### config.mk
export PLATFORM = sky130hd
export DESIGN_NAME = multicycle_ctrl
export DESIGN_NICKNAME = d
export VERILOG_FILES = /design/src/rtl/multicycle_ctrl_pkg.sv /design/src/rtl/multicycle_ctrl_opdecode.sv /design/src/rtl/multicycle_ctrl.sv
export SDC_FILE = /design/constraint.sdc
export NUM_CORES = 1
export LEC_CHECK = 0
export CORE_MARGIN = 10
export CORE_UTILIZATION = 48
export DETAILED_ROUTE_END_ITERATION = 6
export GPL_TIMING_DRIVEN = 1
export PLACE_DENSITY = 0.75
export SYNTH_ARGS = -nofsm -noshare
export SYNTH_HDL_FRONTEND = slang
export SYNTH_SLANG_ARGS = --single-unit
### constraint.sdc
create_clock -name clk -period 2.4 [get_ports clk]
set_clock_uncertainty 0.1 [all_clocks]
set_input_delay 0.72 -clock clk [delete_from_list [all_inputs] [get_ports clk]]
set_output_delay 0.72 -clock clk [all_outputs]
set_load 0.01 [all_outputs]
### src/rtl/multicycle_ctrl_pkg.sv
// Shared constants and types for the RV32I multi-cycle sequencer:
// operand-type, writeback/PC select and trap-cause encodings, opcodes, FSM states.
package multicycle_ctrl_pkg;

  localparam logic [1:0] OP_TYPE_NONE = 2'd0;
  localparam logic [1:0] OP_TYPE_REG  = 2'd1;
  localparam logic [1:0] OP_TYPE_IMM  = 2'd2;
  localparam logic [1:0] OP_TYPE_PC   = 2'd3;

  localparam logic [6:0] OPC_OP     = 7'b0110011;
  localparam logic [6:0] OPC_OP_IMM = 7'b0010011;
  localparam logic [6:0] OPC_LOAD   = 7'b0000011;
  localparam logic [6:0] OPC_STORE  = 7'b0100011;
  localparam logic [6:0] OPC_LUI    = 7'b0110111;
  localparam logic [6:0] OPC_AUIPC  = 7'b0010111;
  localparam logic [6:0] OPC_JAL    = 7'b1101111;
  localparam logic [6:0] OPC_JALR   = 7'b1100111;
  localparam logic [6:0] OPC_BRANCH = 7'b1100011;

  localparam logic [1:0] WB_SEL_ALU = 2'd0;
  localparam logic [1:0] WB_SEL_MEM = 2'd1;
  localparam logic [1:0] WB_SEL_PC4 = 2'd2;

  localparam logic [1:0] PC_SEL_PC4 = 2'd0;
  localparam logic [1:0] PC_SEL_ALU = 2'd1;
  localparam logic [1:0] PC_SEL_BR  = 2'd2;

  localparam logic [1:0] TRAP_CAUSE_NONE    = 2'd0;
  localparam logic [1:0] TRAP_CAUSE_ILLEGAL = 2'd1;
  localparam logic [1:0] TRAP_CAUSE_IMEM    = 2'd2;
  localparam logic [1:0] TRAP_CAUSE_DMEM    = 2'd3;

  typedef enum logic [2:0] {
    S_IDLE   = 3'd0,
    S_FETCH  = 3'd1,
    S_DECODE = 3'd2,
    S_EXEC   = 3'd3,
    S_MEM    = 3'd4,
    S_WB     = 3'd5,
    S_TRAP   = 3'd6
  } state_e;

  typedef struct packed {
    logic       legal;
    logic [1:0] op1_type;
    logic [1:0] op2_type;
    logic [1:0] wb_sel;
    logic       is_mem;
    logic       is_store;
    logic       is_jump;
    logic       is_branch;
  } dec_t;

endpackage

### src/rtl/multicycle_ctrl_opdecode.sv
// Combinational opcode classifier: legality, ALU operand types and
// instruction-class flags for the sequencer.
module ctrl_opdecode
  import multicycle_ctrl_pkg::*;
(
  input  logic [6:0] opcode_i,
  output dec_t       dec_o
);

  always_comb begin
    dec_o = '0;
    case (opcode_i)
      OPC_OP: begin
        dec_o.legal    = 1'b1;
        dec_o.op1_type = OP_TYPE_REG;
        dec_o.op2_type = OP_TYPE_REG;
      end
      OPC_OP_IMM: begin
        dec_o.legal    = 1'b1;
        dec_o.op1_type = OP_TYPE_REG;
        dec_o.op2_type = OP_TYPE_IMM;
      end
      OPC_LOAD: begin
        dec_o.legal    = 1'b1;
        dec_o.op1_type = OP_TYPE_REG;
        dec_o.op2_type = OP_TYPE_IMM;
        dec_o.wb_sel   = WB_SEL_MEM;
        dec_o.is_mem   = 1'b1;
      end
      OPC_STORE: begin
        dec_o.legal    = 1'b1;
        dec_o.op1_type = OP_TYPE_REG;
        dec_o.op2_type = OP_TYPE_IMM;
        dec_o.is_mem   = 1'b1;
        dec_o.is_store = 1'b1;
      end
      OPC_LUI: begin
        dec_o.legal    = 1'b1;
        dec_o.op1_type = OP_TYPE_NONE;
        dec_o.op2_type = OP_TYPE_IMM;
      end
      OPC_AUIPC: begin
        dec_o.legal    = 1'b1;
        dec_o.op1_type = OP_TYPE_PC;
        dec_o.op2_type = OP_TYPE_IMM;
      end
      OPC_JAL: begin
        dec_o.legal    = 1'b1;
        dec_o.op1_type = OP_TYPE_PC;
        dec_o.op2_type = OP_TYPE_IMM;
        dec_o.wb_sel   = WB_SEL_PC4;
        dec_o.is_jump  = 1'b1;
      end
      OPC_JALR: begin
        dec_o.legal    = 1'b1;
        dec_o.op1_type = OP_TYPE_REG;
        dec_o.op2_type = OP_TYPE_IMM;
        dec_o.wb_sel   = WB_SEL_PC4;
        dec_o.is_jump  = 1'b1;
      end
      OPC_BRANCH: begin
        dec_o.legal     = 1'b1;
        dec_o.op1_type  = OP_TYPE_REG;
        dec_o.op2_type  = OP_TYPE_REG;
        dec_o.is_branch = 1'b1;
      end
      default: ;
    endcase
  end

endmodule

### src/rtl/multicycle_ctrl.sv
// Multi-cycle FETCH/DECODE/EXEC/MEM/WB sequencer for the RV32I execute datapath,
// with illegal-opcode and memory-timeout traps.
module multicycle_ctrl
  import multicycle_ctrl_pkg::*;
#(
  parameter int unsigned MEM_TIMEOUT = 255
) (
  input  logic       clk,
  input  logic       rst_n,
  input  logic [6:0] opcode,
  input  logic       branch_taken,
  input  logic       imem_ready,
  input  logic       dmem_ready,
  output logic       imem_req,
  output logic       ir_we,
  output logic [1:0] aluop1_type,
  output logic [1:0] aluop2_type,
  output logic       dmem_req,
  output logic       dmem_we,
  output logic       reg_we,
  output logic [1:0] wb_sel,
  output logic       pc_we,
  output logic [1:0] pc_sel,
  output logic       retire,
  output logic       trap,
  output logic [1:0] trap_cause
);

  localparam logic [7:0] CNT_LAST = 8'(MEM_TIMEOUT - 1);

  state_e     state_q, state_d;
  logic [6:0] opc_q, opc_d;
  logic [7:0] cnt_q, cnt_d;
  logic [1:0] cause_q, cause_d;
  dec_t       dec;

  logic       imem_req_q, dmem_req_q, dmem_we_q, reg_we_q, trap_q;
  logic       jump_wb_q, branch_ex_q;
  logic [1:0] op1_q, op2_q, wb_sel_q;

  // Decode the opcode the next state will see, so EXEC outputs can be registered.
  assign opc_d = (state_q == S_DECODE) ? opcode : opc_q;

  ctrl_opdecode u_opdecode (
    .opcode_i (opc_d),
    .dec_o    (dec)
  );

  always_comb begin
    state_d = state_q;
    cnt_d   = cnt_q;
    cause_d = cause_q;
    case (state_q)
      S_IDLE: state_d = S_FETCH;
      S_FETCH: begin
        if (imem_ready) begin
          cnt_d   = '0;
          state_d = S_DECODE;
        end else if (cnt_q == CNT_LAST) begin
          state_d = S_TRAP;
          cause_d = TRAP_CAUSE_IMEM;
        end else begin
          cnt_d = cnt_q + 8'd1;
        end
      end
      S_DECODE: begin
        if (dec.legal) begin
          state_d = S_EXEC;
        end else begin
          state_d = S_TRAP;
          cause_d = TRAP_CAUSE_ILLEGAL;
        end
      end
      S_EXEC: begin
        if (dec.is_mem)         state_d = S_MEM;
        else if (dec.is_branch) state_d = S_FETCH;
        else                    state_d = S_WB;
      end
      S_MEM: begin
        if (dmem_ready) begin
          cnt_d   = '0;
          state_d = dec.is_store ? S_FETCH : S_WB;
        end else if (cnt_q == CNT_LAST) begin
          state_d = S_TRAP;
          cause_d = TRAP_CAUSE_DMEM;
        end else begin
          cnt_d = cnt_q + 8'd1;
        end
      end
      S_WB:    state_d = S_FETCH;
      S_TRAP:  state_d = S_TRAP;
      default: state_d = S_TRAP;
    endcase
  end

  always_ff @(posedge clk or negedge rst_n) begin
    if (!rst_n) begin
      state_q     <= S_IDLE;
      opc_q       <= '0;
      cnt_q       <= '0;
      cause_q     <= TRAP_CAUSE_NONE;
      imem_req_q  <= 1'b0;
      dmem_req_q  <= 1'b0;
      dmem_we_q   <= 1'b0;
      reg_we_q    <= 1'b0;
      trap_q      <= 1'b0;
      jump_wb_q   <= 1'b0;
      branch_ex_q <= 1'b0;
      op1_q       <= OP_TYPE_NONE;
      op2_q       <= OP_TYPE_NONE;
      wb_sel_q    <= WB_SEL_ALU;
    end else begin
      state_q     <= state_d;
      opc_q       <= opc_d;
      cnt_q       <= cnt_d;
      cause_q     <= cause_d;
      imem_req_q  <= (state_d == S_FETCH);
      dmem_req_q  <= (state_d == S_MEM);
      dmem_we_q   <= (state_d == S_MEM) && dec.is_store;
      reg_we_q    <= (state_d == S_WB);
      trap_q      <= (state_d == S_TRAP);
      jump_wb_q   <= (state_d == S_WB) && dec.is_jump;
      branch_ex_q <= (state_d == S_EXEC) && dec.is_branch;
      op1_q       <= (state_d == S_EXEC || state_d == S_MEM) ? dec.op1_type : OP_TYPE_NONE;
      op2_q       <= (state_d == S_EXEC || state_d == S_MEM) ? dec.op2_type : OP_TYPE_NONE;
      wb_sel_q    <= (state_d == S_WB) ? dec.wb_sel : WB_SEL_ALU;
    end
  end

  // Retirement of branches and stores depends on same-cycle inputs, so it is not registered.
  assign ir_we       = imem_req_q & imem_ready;
  assign pc_we       = reg_we_q | branch_ex_q | (dmem_we_q & dmem_ready);
  assign retire      = pc_we;
  assign pc_sel      = jump_wb_q                    ? PC_SEL_ALU :
                       (branch_ex_q & branch_taken) ? PC_SEL_BR  : PC_SEL_PC4;
  assign imem_req    = imem_req_q;
  assign dmem_req    = dmem_req_q;
  assign dmem_we     = dmem_we_q;
  assign reg_we      = reg_we_q;
  assign aluop1_type = op1_q;
  assign aluop2_type = op2_q;
  assign wb_sel      = wb_sel_q;
  assign trap        = trap_q;
  assign trap_cause  = cause_q;

endmodule
==> flow_metrics.py, run 1 <==
metrics = {
    "routing": {
        "detail_route.iter0.violations": 122,
        "routed-via-count": 1883,
        "drt.antenna.violating_nets": 0,
        "wl_per_cell_um": 15.4,
        "dr.pass1.iters": 7,
        "vias_per_cell": 5.55,
        "drt_wl_total_mm": 5.21,
        "drc": 0,
    },
    "global_route": {
        "track_usage_pct": 14.2,
        "antenna_found_initial": 0,
        "grt_overflow": 0,
        "grt_pass1_wl_mm": 8.49,
        "grt_pass1_vias": 1879,
        "grt_max_degree": 34,
    },
    "sta": {
        "rsz0062_at_grt": "no",
        "hold_viol_final": 0,
        "setup_tns_ps": 0,
        "max_freq_mhz": 427,
        "fin_crit_ps": 2340,
        "maxSlewHeadroom_pct": 70.0,
        "finalMaxSlewViolations": 0,
        "max_slew.worst_pin.slew_ps": 450,
        "setup_viol": 0,
        "fin_crit_sh_pct": 97.5,
    },
    "clock_tree": {
        "h-tree-depth": 2,
        "ctsLongestPathBuffers": 2,
        "clk_pin_slew_ps": 70,
        "cts.hold.buffers_added": 0,
        "cts_root_buf": "clkbuf_8",
        "tritoncts": "yes",
        "cts.sinks": 33,
        "clk_latency_ps": 280,
        "cts_buffers": 5,
    },
    "synth": {
        "synth_top_family_by_area": "simple AND/OR/NAND/NOR gates",
        "seq_area_frac_synth_pct": 42.6,
        "syn_area_um2": 1940,
        "synth_top_area_cell": "dfrtp_1",
        "yosys.area_share.xor_xnor_pct": 0.452,
        "synth.distinct_cells": 46,
        "synth.area.mux_share_pct": 1.29,
        "ys_async_sr_fraction_pct": 100,
        "synth-seq-cells": 33,
        "synth_edf_count": 0,
        "synth_top_area_share_pct": 42.6,
        "ys_top_cells_by_area": "dfrtp_1 43%, nand2_1 5.4%, o21ai_0 4.9%, nor2_1 4.1%, a21oi_1 3.6%",
        "synth_fa_ha_area_share_pct": 1.29,
        "synth_cells": 221,
        "yosys.area_share.simple_pct": 26.4,
        "synth_fp_nets": 235,
        "synth_compound_area_share_pct": 23.1,
        "ys_warn_count": 0,
        "avgSynthCellArea_um2": 8.76,
        "synth_ff_type": "dfrtp_1",
    },
    "placement": {
        "dp_hpwl_mm": 3.77,
        "finalWeightedCongestion": 0.909,
        "place_inst": 327,
        "port-buffer-count": 29,
        "postPlaceCellArea_um2": 2520,
    },
    "layout": {
        "fin_cells": 339,
        "syn2layout_area_growth_pct": 39.2,
        "register_area_um2": 828,
        "drive_gt1_share_pct": 25.3,
        "multiInputGateArea_um2": 1090,
        "final_area_um2": 2700,
        "fill_cells": 325,
        "nets": 302,
        "diodes": 0,
    },
    "critical_path": {
        "crit_type": "register to register",
        "cp_top_family": "compound AO/OA/AOI/OAI gates",
        "worst_ep_required_time_ps": 2480,
        "end_kind": "register",
        "arrival_ps": 2420,
        "crit_chain": "or3b_4 > mux2_4 > a211o_1 > a221oi_4 > o21ai_2 > and2_4",
        "path_buf_inv": 0,
        "slowest_stage": "or3b_4",
        "max_stage_delay_ps": 450,
        "critPathMaxFanout": 5,
        "startpoint_type": "register",
    },
    "hold_path": {
        "worstHoldPathType": "register to register",
    },
    "power": {
        "p_per_area_nw_per_um2": 1050,
        "leakage_nw": 1.22,
        "max-vdd-ir-drop_mv": 0.574,
    },
    "status": {
        "status": "completed",
    },
    "floorplanning": {
        "die_w_um": 83.5,
        "rows": 23,
        "start_util_pct": 49.1,
        "core_um2": 3940,
        "die_area_um2": 6980,
        "die_y_um": 83.5,
        "ios": 30,
    },
    "flow_run": {
        "maxCapViolCount": 0,
    },
}
## cells by family (layout without fill, tap and decap cells)
group | after synthesis | after routing
and+or+nand+nor | 96 | 96
AOI/OAI and AO/OA | 64 | 64
DFF | 33 | 33
buffers and inverters | 23 | 91
adders and majority gates | 2 | 2
muxes | 2 | 2
xor gates and xnor gates | 1 | 1
## cells in the final DEF (no fill, tap or decap), types with 2 or more instances in the layout
cell type        Yosys  layout
o22a_1               2       2
buf_4                2      42
nand2_1             28      28
a21oi_2              0       2
nand3b_1             7       7
dlygate4sd2_1        0       8
nor3_1               3       3
a211oi_1             7       5
clkbuf_8             0       5
o21ai_0             19      18
nor2b_1              3       3
ha_1                 2       2
dlymetal6s2s_1       0       2
dfrtp_2              0       2
nor2_1              21      20
a21oi_1             14      12
a221oi_4             1       2
clkdlybuf4s50_1      0      16
and4_1               2       2
and3_1               4       4
clkbuf_2             0       2
a21o_1               2       2
inv_1               12      12
nand4b_1             2       2
nand3_1              5       5
a211oi_2             0       2
nand2b_1             5       5
a211o_1              2       2
or4_1                2       2
o21a_1               3       3
clkinv_2             0       2
a31oi_1              2       2
nor4_1               5       3
or4b_1               2       2
nor4_2               0       2
dfrtp_1             33      31
o31ai_1              2       2
o21ai_1              3       3
## worst register-to-register path, delay by kind of cell, from the launching register on
| kind | cells | cell delay, ps |
|---|---|---|
| and+or+nand+nor | 2 | 620 |
| DFF | 1 | 440 |
| muxes | 1 | 350 |
| AOI/OAI and AO/OA | 3 | 710 |
## layer usage
layer  wire length (um)  GRT usage, %  vias up
met3                287          4.10        9
met4                 75          4.72        0
li1                   -             -      933
met2               2510          23.7       55
met1               2340          17.1      886
met5                  0             0        -
## Yosys cell counts, types with 2 or more instances
library cell	number
or4b_1	2
ha_1	2
o21ai_0	19
nand3_1	5
nand4b_1	2
inv_1	12
a211oi_1	7
a21oi_1	14
o22a_1	2
nor2b_1	3
a211o_1	2
and3_1	4
or4_1	2
o21ai_1	3
clkbuf_1	8
nor4_1	5
buf_4	2
nand3b_1	7
a21o_1	2
o31ai_1	2
and4_1	2
o21a_1	3
dfrtp_1	33
nand2_1	28
nor3_1	3
and2_1	2
nand2b_1	5
nor2_1	21
a31oi_1	2
## power breakdown
part | total [mW] | internal [mW] | switching [mW]
logic | 1.56 | 0.726 | 0.834
clock network | 0.403 | 0.201 | 0.202
registers | 0.856 | 0.711 | 0.146
## registers in the layout, summed over array words and instances, names as in the netlist
name         cells
cnt_q            8
opc_q            7
state_q          3
aluop1_type      2
aluop2_type      2
trap_cause       2
wb_sel           2
branch_ex_q      1
dmem_req         1
dmem_we          1
imem_req         1
jump_wb_q        1
reg_we           1
trap             1
## what timing repair did
| item | in CTS | in global routing |
|---|---|---|
| setup buffers | 1 | 4 |
| endpoints found under the setup margin | 14 | 13 |
| pin swaps | 9 | 9 |
| cloned | 0 | 0 |
| gates resized for setup | 19 | 17 |
## layout make-up
class	instances	area share, %
Clock inverter	2	0.371
Inverter	12	1.67
Clock buffer	6	2.69
Sequential cell	33	30.7
Tap cell	50	2.32
Timing Repair Buffer	71	21.9
Multi-Input combinational cell	165	40.3
## final timing paths
kind	from	end	slack, ps	depth (start not counted)
worst max-delay path	state_q[2]$_DFF_PN0_	trap$_DFF_PN0_	60	6
worst min-delay path	opc_q[3]$_DFF_PN0_	opc_q[3]$_DFF_PN0_	420	2
worst max register to register	state_q[2]$_DFF_PN0_	trap$_DFF_PN0_	60	6
worst min register to register	opc_q[3]$_DFF_PN0_	opc_q[3]$_DFF_PN0_	420	2
max in group asynchronous	rst_n	state_q[0]$_DFF_PN0_	1120	2
min in group asynchronous	rst_n	cnt_q[5]$_DFFE_PN0P_	750	2
## per-stage QoR
stage | power (mW) | utilization [%] | setup slack, ps | hold WS (ps)
2_1_floorplan | 1.68 | - | 1.42 | 324
3_5_place_dp | 2.26 | 64.0 | -445 | 411
4_1_cts | 2.69 | 66.6 | 2.36 | 426
3_3_place_gp | 2.23 | 64.0 | -433 | 403
5_1_grt | 3.02 | 68.4 | 2.64 | 484
6_report | 2.82 | 68.4 | 59.9 | 422
Note: power is estimated with default switching activity, not from simulation.
==> inputs of run 2 (changes only) <==
--- a/config.mk
+++ b/config.mk
@@ -6,10 +6,11 @@
 export NUM_CORES = 1
 export LEC_CHECK = 0
 export CORE_MARGIN = 10
-export CORE_UTILIZATION = 48
+export CORE_UTILIZATION = 44
 export DETAILED_ROUTE_END_ITERATION = 6
 export GPL_TIMING_DRIVEN = 1
-export PLACE_DENSITY = 0.75
+export PLACE_DENSITY = 0.7
+export SETUP_SLACK_MARGIN = 0.4
 export SYNTH_ARGS = -nofsm -noshare
 export SYNTH_HDL_FRONTEND = slang
 export SYNTH_SLANG_ARGS = --single-unit
==> flow_metrics.py, run 2 (synthesis gave the netlist of run 1 again) <==
metrics = {
    "sta": {
        "max_freq_mhz": 425,
        "finalMaxSlewViolations": 0,
        "setup_tns_ps": 0,
        "rsz0062_at_grt": "yes",
        "fin_crit_sh_pct": 98.1,
        "fin_crit_ps": 2350,
        "maxSlewHeadroom_pct": 67.4,
        "setup_viol": 0,
        "hold_viol_final": 0,
        "max_slew.worst_pin.slew_ps": 485,
    },
    "routing": {
        "vias_per_cell": 5.98,
        "dr.pass1.iters": 5,
        "drt_wl_total_mm": 6.73,
        "wl_per_cell_um": 18.4,
        "drc": 0,
        "routed-via-count": 2188,
        "detail_route.iter0.violations": 219,
        "drt.antenna.violating_nets": 0,
    },
    "layout": {
        "fin_cells": 366,
        "fill_cells": 304,
        "most-common-layout-cells": "59 x buf_4, 31 x dfrtp_1, 28 x nand2_1, 16 x o21ai_0, 13 x nor2_1",
        "drive_gt1_share_pct": 42.4,
        "regMostFlops": "cnt_q",
        "top_regs": "cnt_q: 8 flops, opc_q: 7 flops, state_q: 3 flops",
        "final_area_um2": 3100,
        "syn2layout_area_growth_pct": 59.9,
        "nets": 327,
        "largest_reg_flops": 8,
        "final_common_cell": "buf_4",
        "diodes": 0,
    },
    "critical_path": {
        "crit_type": "register to register",
        "startpoint_type": "register",
        "crit_start": "state_q[0]$_DFF_PN0_",
        "arrival_ps": 2450,
        "critPathMaxFanout": 5,
        "worst_ep_required_time_ps": 2500,
        "rr_worst_depth": 7,
        "end_kind": "register",
        "ff2ff_setup_slack_ps": 50,
        "rr_startpoint": "state_q[0]$_DFF_PN0_",
        "regToRegEndpoint": "jump_wb_q$_DFF_PN0_",
    },
    "clock_tree": {
        "clk_pin_slew_ps": 70,
        "clk_latency_ps": 300,
        "cts_buffers": 5,
        "h-tree-depth": 2,
        "cts.sinks": 33,
        "ctsLongestPathBuffers": 2,
        "cts.hold.buffers_added": 0,
        "cts_root_buf": "clkbuf_8",
        "tritoncts": "yes",
    },
    "hold_path": {
        "min_from": "cnt_q[7]$_DFFE_PN0P_",
        "worstHoldPathType": "register to register",
        "min_to": "cnt_q[7]$_DFFE_PN0P_",
        "hold_depth": 1,
    },
    "global_route": {
        "grt_overflow": 0,
        "grt_pass1_wl_mm": 9.54,
        "track_usage_pct": 15.8,
        "grt_pass1_vias": 1992,
        "grt_max_degree": 34,
        "antenna_found_initial": 0,
    },
    "flow_run": {
        "maxCapViolCount": 0,
    },
    "floorplanning": {
        "ios": 30,
        "core_um2": 4290,
        "die_area_um2": 7460,
        "die_w_um": 86.3,
        "rows": 24,
        "start_util_pct": 45.1,
        "die_y_um": 86.3,
    },
    "placement": {
        "place_inst": 335,
        "postPlaceCellArea_um2": 2590,
        "finalWeightedCongestion": 0.862,
        "dp_hpwl_mm": 3.93,
        "port-buffer-count": 29,
    },
    "power": {
        "max-vdd-ir-drop_mv": 0.619,
        "p_per_area_nw_per_um2": 1160,
        "leakage_nw": 1.50,
        "total_power_mw": 3.60,
    },
    "status": {
        "status": "completed",
    },
}
## run 2: cell count changes in the layout (fill, tap and decap cells not counted), moves of 3 or more
cell	previous run	this run
clkdlybuf4s50_1	16	1
nor2_2	1	7
dlymetal6s2s_1	2	5
buf_6	0	8
buf_4	42	59
buf_2	0	7
nor2_1	20	13
dlygate4sd2_1	8	12
## run 2: where the power goes
group | internal [mW] | switching [mW] | total, mW | leakage, nW
Combinational | 1.04 | 1.15 | 2.18 | 1.01
Sequential | 0.710 | 0.154 | 0.864 | 0.432
Clock | 0.311 | 0.236 | 0.547 | 0.0543
Total | 2.06 | 1.54 | 3.60 | 1.50
## run 2: layout make-up
class / count / area, um^2 / share of cell area (%)
Inverter: 12 / 45.0 / 1.45
Multi-Input combinational cell: 165 / 1250 / 40.5
Sequential cell: 33 / 828 / 26.7
Clock inverter: 3 / 46.3 / 1.49
Timing Repair Buffer: 96 / 791 / 25.5
Tap cell: 52 / 65.1 / 2.10
Clock buffer: 5 / 68.8 / 2.22
## run 2: worst max-delay path: stages (launching register included)
cell and delay [ps]:
dfrtp_2 430, or3b_4 420, mux2_4 360, a2111oi_4 340, or2b_4 240, a221oi_4 70, buf_6 160, nor4_2 140
## run 2: repair_timing
item,in CTS,in global routing
setup buffers,11,12
resized for setup,67,53
setup endpoints to repair,30,31
pin swaps,19,18
endpoints found under the hold margin,0,0
## run 2: worst max-delay path by stage
stage,endpoint,slack [ps]
global placement,wb_sel[0]$_DFF_PN0_,-440
global route,jump_wb_q$_DFF_PN0_,-40
floorplan,trap_cause[0]$_DFFE_PN0P_,110
CTS,wb_sel[1]$_DFF_PN0_,50
finish,jump_wb_q$_DFF_PN0_,50
detailed placement,wb_sel[0]$_DFF_PN0_,-450
## run 2: metrics by stage
| step | hold WS, ps | util, % | setup WS [ps] |
|---|---|---|---|
| global placement | 412 | 60.3 | -438 |
| finish | 464 | 72.1 | 46.0 |
| CTS | 442 | 65.5 | 53.3 |
| floorplan | 324 | - | 105 |
| global route | 471 | 72.1 | -40.3 |
| detailed placement | 422 | 60.3 | -445 |
## run 2: layer usage
layer  vias up  routed length (um)  GRT usage, %
met5         -                   0             0
met4         0                 224          5.60
met3        34                 568          5.44
met2       122                3190          24.0
met1      1050                2750          20.4
li1        982                   -             -
